`config.mk`:
```
export PLATFORM = sky130hd
export DESIGN_NAME = freq_meter
export DESIGN_NICKNAME = d
export VERILOG_FILES = /design/src/rtl/freq_meter_pkg.sv /design/src/rtl/freq_meter_sync_edge.sv /design/src/rtl/freq_meter.sv
export SDC_FILE = /design/constraint.sdc
export NUM_CORES = 1
export LEC_CHECK = 0
export BUFFER_PORTS_ARGS = -buffer_cell sky130_fd_sc_hd__buf_2
export CAP_MARGIN = 10
export CELL_PAD_IN_SITES_DETAIL_PLACEMENT = 1
export CELL_PAD_IN_SITES_GLOBAL_PLACEMENT = 1
export CORE_MARGIN = 5
export CORE_UTILIZATION = 40
export DETAILED_ROUTE_END_ITERATION = 8
export PLACE_DENSITY_LB_ADDON = 0.05
export SYNTH_ARGS = -nofsm -noshare
export SYNTH_HDL_FRONTEND = slang
export SYNTH_SLANG_ARGS = --single-unit
export TNS_END_PERCENT = 5
```
`constraint.sdc`:
```
create_clock -name clk -period 3.63 [get_ports clk]
set_input_delay 0.726 -clock clk [delete_from_list [all_inputs] [get_ports clk]]
set_output_delay 0.726 -clock clk [all_outputs]
set_load 0.01 [all_outputs]
```
`src/rtl/freq_meter_pkg.sv`:
```
// Shared definitions for the frequency meter: FSM state encoding and the
// saturation value of the edge counter as a function of its width.
package freq_meter_pkg;

   typedef enum logic {
      S_WARM = 1'b0,
      S_RUN  = 1'b1
   } state_t;

   // All-ones value of a w-bit counter; the edge counter stops here.
   function automatic int unsigned sat_max(input int unsigned w);
      return (32'd1 << w) - 32'd1;
   endfunction

endpackage

```
`src/rtl/freq_meter_sync_edge.sv`:
```
// Two-flop synchronizer plus a third register for rising-edge detection of
// an asynchronous input. Also intended for button inputs elsewhere.
module sync_edge (
   input  logic clk,
   input  logic reset,
   input  logic d_async,
   output logic rise
);

   logic s1;
   logic s2;
   logic s3;

   // Shift the asynchronous input through the synchronizer chain.
   always_ff @(posedge clk) begin
      if (reset) begin
         s1 <= 1'b0;
         s2 <= 1'b0;
         s3 <= 1'b0;
      end else begin
         s1 <= d_async;
         s2 <= s1;
         s3 <= s2;
      end
   end

   assign rise = s2 & ~s3;

endmodule

```
`src/rtl/freq_meter.sv`:
```
// Counts rising edges of a slow external signal over a fixed gate window of
// M clk cycles and latches the (saturating) count once per window.
//
//   state  | meaning
//   S_WARM | first window after reset or en rising; result discarded
//   S_RUN  | every completed window latches freq/ovf and pulses valid
module freq_meter
   import freq_meter_pkg::*;
#(
   parameter int N = 29,
   parameter int M = 50000000,
   parameter int W = 16
) (
   input  logic         clk,
   input  logic         reset,
   input  logic         en,
   input  logic         sig_in,
   output logic [W-1:0] freq,
   output logic         valid,
   output logic         ovf
);

   localparam logic [N-1:0] LAST = N'(M - 1);
   localparam logic [W-1:0] SAT  = W'(sat_max(W));

   state_t       state;
   logic [N-1:0] gate_cnt;
   logic [W-1:0] edge_cnt;
   logic [W-1:0] edge_sum;
   logic         rise;
   logic         win_end;

   sync_edge u_sync (
      .clk     (clk),
      .reset   (reset),
      .d_async (sig_in),
      .rise    (rise)
   );

   assign win_end = (gate_cnt == LAST);

   // Edge count including this cycle's edge, held at the all-ones value.
   always_comb begin
      edge_sum = edge_cnt;
      if (rise && (edge_cnt != SAT)) begin
         edge_sum = edge_cnt + W'(1);
      end
   end

   // Window FSM, gate/edge counters and registered results.
   always_ff @(posedge clk) begin
      if (reset) begin
         state    <= S_WARM;
         gate_cnt <= '0;
         edge_cnt <= '0;
         freq     <= '0;
         ovf      <= 1'b0;
         valid    <= 1'b0;
      end else if (!en) begin
         state    <= S_WARM;
         gate_cnt <= '0;
         edge_cnt <= '0;
         valid    <= 1'b0;
      end else begin
         valid <= 1'b0;
         if (win_end) begin
            gate_cnt <= '0;
            // An edge on the closing cycle belongs to the closing window.
            edge_cnt <= '0;
            if (state == S_RUN) begin
               freq  <= edge_sum;
               ovf   <= (edge_sum == SAT);
               valid <= 1'b1;
            end else begin
               state <= S_RUN;
            end
         end else begin
            gate_cnt <= gate_cnt + N'(1);
            edge_cnt <= edge_sum;
         end
      end
   end

endmodule

```
**Yosys cells after proc, flatten, opt, wreduce, memory -nomap -nowiden**

Cells that the tools add are included.

- Register bits after elaboration: 67
- Latch bits: 0
- Bits in writable memories: 0
- ROM bits: 0
- Bits of input ports: 4
- Output and inout port bits: 18
- Memories kept: 0

- Add/sub/neg operators: 2
- $mul: 0
- Divide/modulo/power cells: 0
- Magnitude comparators: 0
- Equal/unequal tests: 3
- Shift operators: 0
- Muxes and demuxes: 2
- Bitwise operators: 4
- Reductions and logical operators: 5

Operator list:

| cell | count |
|---|---|
| 29-bit by 1-bit adder with 29-bit output (second input constant) | 1 |
| 29-bit by 26-bit == test with 1-bit output (second input constant) | 1 |
| 16-bit by 1-bit adder with 16-bit output (second input constant) | 1 |
| 16-bit == test (second input constant) | 1 |
| 16-bit 2-to-1 mux | 1 |
| 16-bit inequality test (second input constant) | 1 |
| 3-bit OR reduction | 2 |
| 1-bit inverter | 3 |
| 3-bit AND reduction | 1 |
| 2-bit OR reduction | 1 |
| 1-bit bitwise AND | 1 |
| 1-bit logical AND | 1 |
| 1-bit 2-to-1 mux | 1 |

**Logic depth before layout (Yosys ltp)**

- Depth after elaboration: 5
- Gate-level depth with buffers: 8
- Mapped depth without buffers: 7

**Hierarchy**

A second synthesis with hierarchy kept.

- Cells, all modules: 342
- Area, all modules: 3069.2 µm²

By module, submodules not included:

| module | times used | cells each | area each (µm²) |
|---|---|---|---|
| freq_meter | 1 | 335 | 2981.6 |
| sync_edge | 1 | 7 | 87.6 |

**Worst setup path before layout**

No wires, ideal clock.

- Path kind: register to register
- Start: register gate_cnt[0]
- End: register edge_cnt[8]
- Arrival time: 1.806 ns
- Data required time: 3.502 ns
- Slack: 1.697 ns
- Stages on the path, launching flop included: 9
- Path buffers: 2
- Period minus slack after synthesis: 1.933 ns
- Cells stage by stage: dfxtp_1 > ha_1 > nand4_1 > nor4_1 > and2_1 > nand2b_1 > buf_2 > buf_2 > nor2_1

- Word-level cells in the longest chain between the ends: 2

RTL lines:

| element | RTL line | RTL |
|---|---|---|
| start, declared | freq_meter.sv:27 | `logic [N-1:0] gate_cnt;` |
| start signal, assigned | freq_meter.sv:78 | `gate_cnt <= gate_cnt + N'(1);` |
| 29-bit by 26-bit == test with 1-bit output | freq_meter.sv:40 | `assign win_end = (gate_cnt == LAST);` |
| 3-bit OR reduction (no source line) | -- |  |
| end signal, assigned | freq_meter.sv:79 | `edge_cnt <= edge_sum;` |
| end, declared | freq_meter.sv:28 | `logic [W-1:0] edge_cnt;` |

No other way between the ends.
A chain may end at the register's enable or synchronous reset.

**Worst setup path after layout**

- Start: register gate_cnt[0]
- End: register freq[14]

- Word-level cells in the longest chain between the ends: 2

RTL lines:

| element | RTL line | RTL |
|---|---|---|
| 29-bit by 26-bit == test with 1-bit output | freq_meter.sv:40 |  |
| 3-bit AND reduction (no source line) | -- |  |
| end signal, assigned | freq_meter.sv:71 | `freq <= edge_sum;` |
| end, declared | freq_meter.sv:18 | `output logic [W-1:0] freq,` |

No other way between the ends.

==> results.md <==
- The post-synthesis cell count is 340.
- The cell type of the slowest stage on the worst timing path is nand3_1.
- The most frequent standard cell in the layout excluding fill and tap cells is dfxtp_1.
- The TritonCTS buffer count is 9.
- In this run the most critical hold path is launched from gate_cnt[0]$_SDFF_PP0_.
- Fill cells in the final layout number 871.
- The worst vdd rail ir drop is 0.2075 mV.
- The die width is between 90 and 100 um.
- For this run, the leading register cell type out of synthesis is dfxtp_1.
- After detailed routing, the number of vias per cell comes to between 4 and 5.
- The worst slack on hold paths is around 0.45 ns.
- The final setup violation count is 0.
- The final routed wirelength across all metal layers is 6457 um.
- The post-synthesis to final-layout area growth is 12.20%.
- The number of pins exceeding their max-slew limit in the final report was 0.
- The max-capacitance violation count is 0.
- The largest clock skew in the final design is 0.005790 ns.
- The number of nets produced by synthesis is 346.
- The cell count after placement is 449.
- Pin placement for this block handled 22 I/O pins.
- The setup fix buffers added after clock tree synthesis is 0.
- The final core utilization is 46.18%.
- The final weighted congestion in routability-driven placement is ~0.72.
- Measured against its own limit, the worst slew margin works out to 41.76%.
- Prior to clock tree synthesis, the placed netlist has a worst setup slack of approximately 0.96 ns.
- Dividing total power by cell area gives a power density of roughly 400 nW/um^2.
- STA classifies the critical path startpoint as a register.
- The data arrival time of the worst path is between 2 and 3 ns.
- The analysis attributes to cell leakage a power of 1.170 nW.
- TritonCTS built the clock tree.
- The mean cell area of the mapped netlist is 8.780 um^2.
- The min-delay analysis places its worst path in the category reg2reg.
- The number of hold-repair buffers added at the cts stage is 0.
- The die is 96.39 um tall.
- The highest attainable clock frequency is 385.3 MHz.
- The setup TNS is 0 ns.
- Setup repair after global routing left no endpoint under its margin.
- Global routing used 15.60% of the available tracks across all layers.
- The initial core utilization is 41.16%.
- The post-route non-filler standard cell count is 464.
- The CTS clock-pin slew for the worst setup and hold paths is 0.07 ns.
- The synthesis-stage register bit count is 67.
- Once detailed placement completed, the half-perimeter wirelength came to between 4000 and 5000 um.
- For this run the aggregate overflow at the end of global routing stands at 0.
- The repair_antennas step left the layout with diodes totalling 0.
- Port buffering added 21 buffers.
- After detailed routing, the number of remaining DRC violations is 0.
- The share of the Yosys chip area taken by registers is roughly 45%.
- In this run the worst path has a maximum fanout of 22.
- In this run the core area contains 31 standard-cell rows.
- The critical path starts at gate_cnt[0]$_SDFF_PP0_.
- The slew at the pin closest to its max-slew limit is about 0.87 ns.
- The share of final-layout standard cells stronger than drive strength 1 is between 10% and 20%.
- The routed length per placed instance is about 14 um.
- The area after detailed placement is 3174 um^2.
- The share of the clock period used by the worst path is 71.51%.
- The final-report hold violation count came to 0.
- The initial antenna violation count is 0.
- The global-route wire length before repair is about 11000 um.
- The first detailed-routing pass took 4 iterations.
- The synthesized design contains 0 enable-type register cells.
- Once routing completed, OpenROAD measured the worst setup slack at 1.034 ns.
- The critical path is of the reg2reg type.
- After floorplanning, the core was sized to cover 7253 um^2.
- The H-tree was split into 3 levels.
- STA classifies the critical path endpoint as a register.
- The beginning of the worst register-to-register path is gate_cnt[0]$_SDFF_PP0_.
- Walking the worst path, the cells encountered are ha_1 -> nand4_1 -> nor4_1 -> nand3_1 -> nand2_1 -> o21ai_0 -> nor2b_1.
- The proportion of synthesized flip-flops having asynchronous set or reset is 0%.
- Counting distinct cell types in the post-synthesis netlist gives 52.
- The root buffer cell is clkbuf_8.
- The finished cells cover 3349 um^2.
- The number of global-route vias before repair is 2419.
- The shortest clock period the worst path allows after layout is ~2.6 ns.
- The total of warnings raised by yosys is 0.
- The number of DRC markers in iteration 0 is 66.
- The design draws 1.337 mW.
- At the worst endpoint, the required time is 3.84 ns.
- The top cell types in the final layout, fill and taps aside, are 67 x dfxtp_1, 57 x nor2_1, 34 x nand2_1.
- The flow ran to the end, and the final reports show no timing, DRC or antenna violations.
- The remaining antenna violation count is 0.
- The maximum buffer depth of the clock tree is 2.
- Entering global routing, the biggest net connects 23 pins.
- The quantity of gates resized following cts is 0.
- The floorplan step defined a die boundary enclosing 9291 um^2.
- The net count reported at finish is 367.
- The largest stage delay on the critical path is 0.66 ns.
- Counting every sink on the clock net gives 67.
- The post-synthesis cell area is ~3000 um^2.
- The total via count after detailed routing is 2292.
- The later-pin clock latency in the skew report is 0.33 ns.
-- cells by family (layout without fill, tap and decap cells) --
family / Yosys count / count (layout) / synth area share [%]
flops: 67 / 67 / 44.93
simple gates: 177 / 177 / 31.43
fa+ha+maj: 2 / 2 / 0.8381
xor+xnor: 38 / 38 / 11.15
buf+inv: 21 / 46 / 2.976
compound gates: 35 / 35 / 8.676
-- per-layer routing --
metal	wire length, um	track usage [%]
met2	3219	27.60
met3	157	4.183
met4	90	5.257
met1	2989	18.16
met5	0	0
-- where the power goes --
group          leakage, nW  switching, mW  total (mW)  internal, mW
clock               0.0902          0.260       0.572         0.312
combinational        0.539         0.0185      0.0257       0.00722
sequential           0.540        0.00142       0.739         0.738
-- final cells by class --
cell class,count,area [um^2],share of cell area [%]
Clock buffer,12,135.1,4.034
Multi-Input combinational cell,252,1555,46.43
Tap cell,99,123.9,3.698
Sequential cell,67,1341,40.04
Clock inverter,3,40.04,1.195
Timing Repair Buffer,24,127.6,3.810
Inverter,7,26.28,0.7845
-- registers in the layout, summed over array words and instances, names as in the netlist --
register	cells
state	1
valid	1
u_sync.s3	1
u_sync.s1	1
ovf	1
edge_cnt	16
gate_cnt	29
u_sync.s2	1
freq	16
-- path summary, 6_finish.rpt --
check | end | slack [ns] | cells past startpoint
max | freq[14]$_SDFFE_PP0P_ | 1.03 | 7
min | gate_cnt[0]$_SDFF_PP0_ | 0.45 | 1
max reg2reg | freq[14]$_SDFFE_PP0P_ | 1.03 | 7
min reg2reg | gate_cnt[0]$_SDFF_PP0_ | 0.45 | 1
-- critical path, delay by kind of cell, from the launching register on --
kind                       cells  cell delay (ns)
AOI/OAI and AO/OA              1             0.10
adders and majority gates      1             0.22
DFF                            1             0.36
and+or+nand+nor                5             1.80
-- cell usage after synthesis (2+ instances only) --
master     n  area (um^2)
clkbuf_1   8        30.03
o21ai_0   10        50.05
nor2b_1   17        106.4
nor3_1     5        25.02
nand3_1   14        70.07
nand2b_1   2        12.51
a21oi_1   11        55.05
nor2_1    57        214.0
dfxtp_1   67         1341
and4_1     2        17.52
nor4_1     5        31.28
buf_2      5        25.02
nand2_1   34        127.6
and2_1     5        31.28
ha_1       2        25.02
inv_1      7        26.28
nand4_1   12        75.07
and3_1     6        37.54
xor2_1    18        157.7
nand4_4    2        42.54
xnor2_1   20        175.2
No activity file was read; power rests on OpenSTA's default activity.
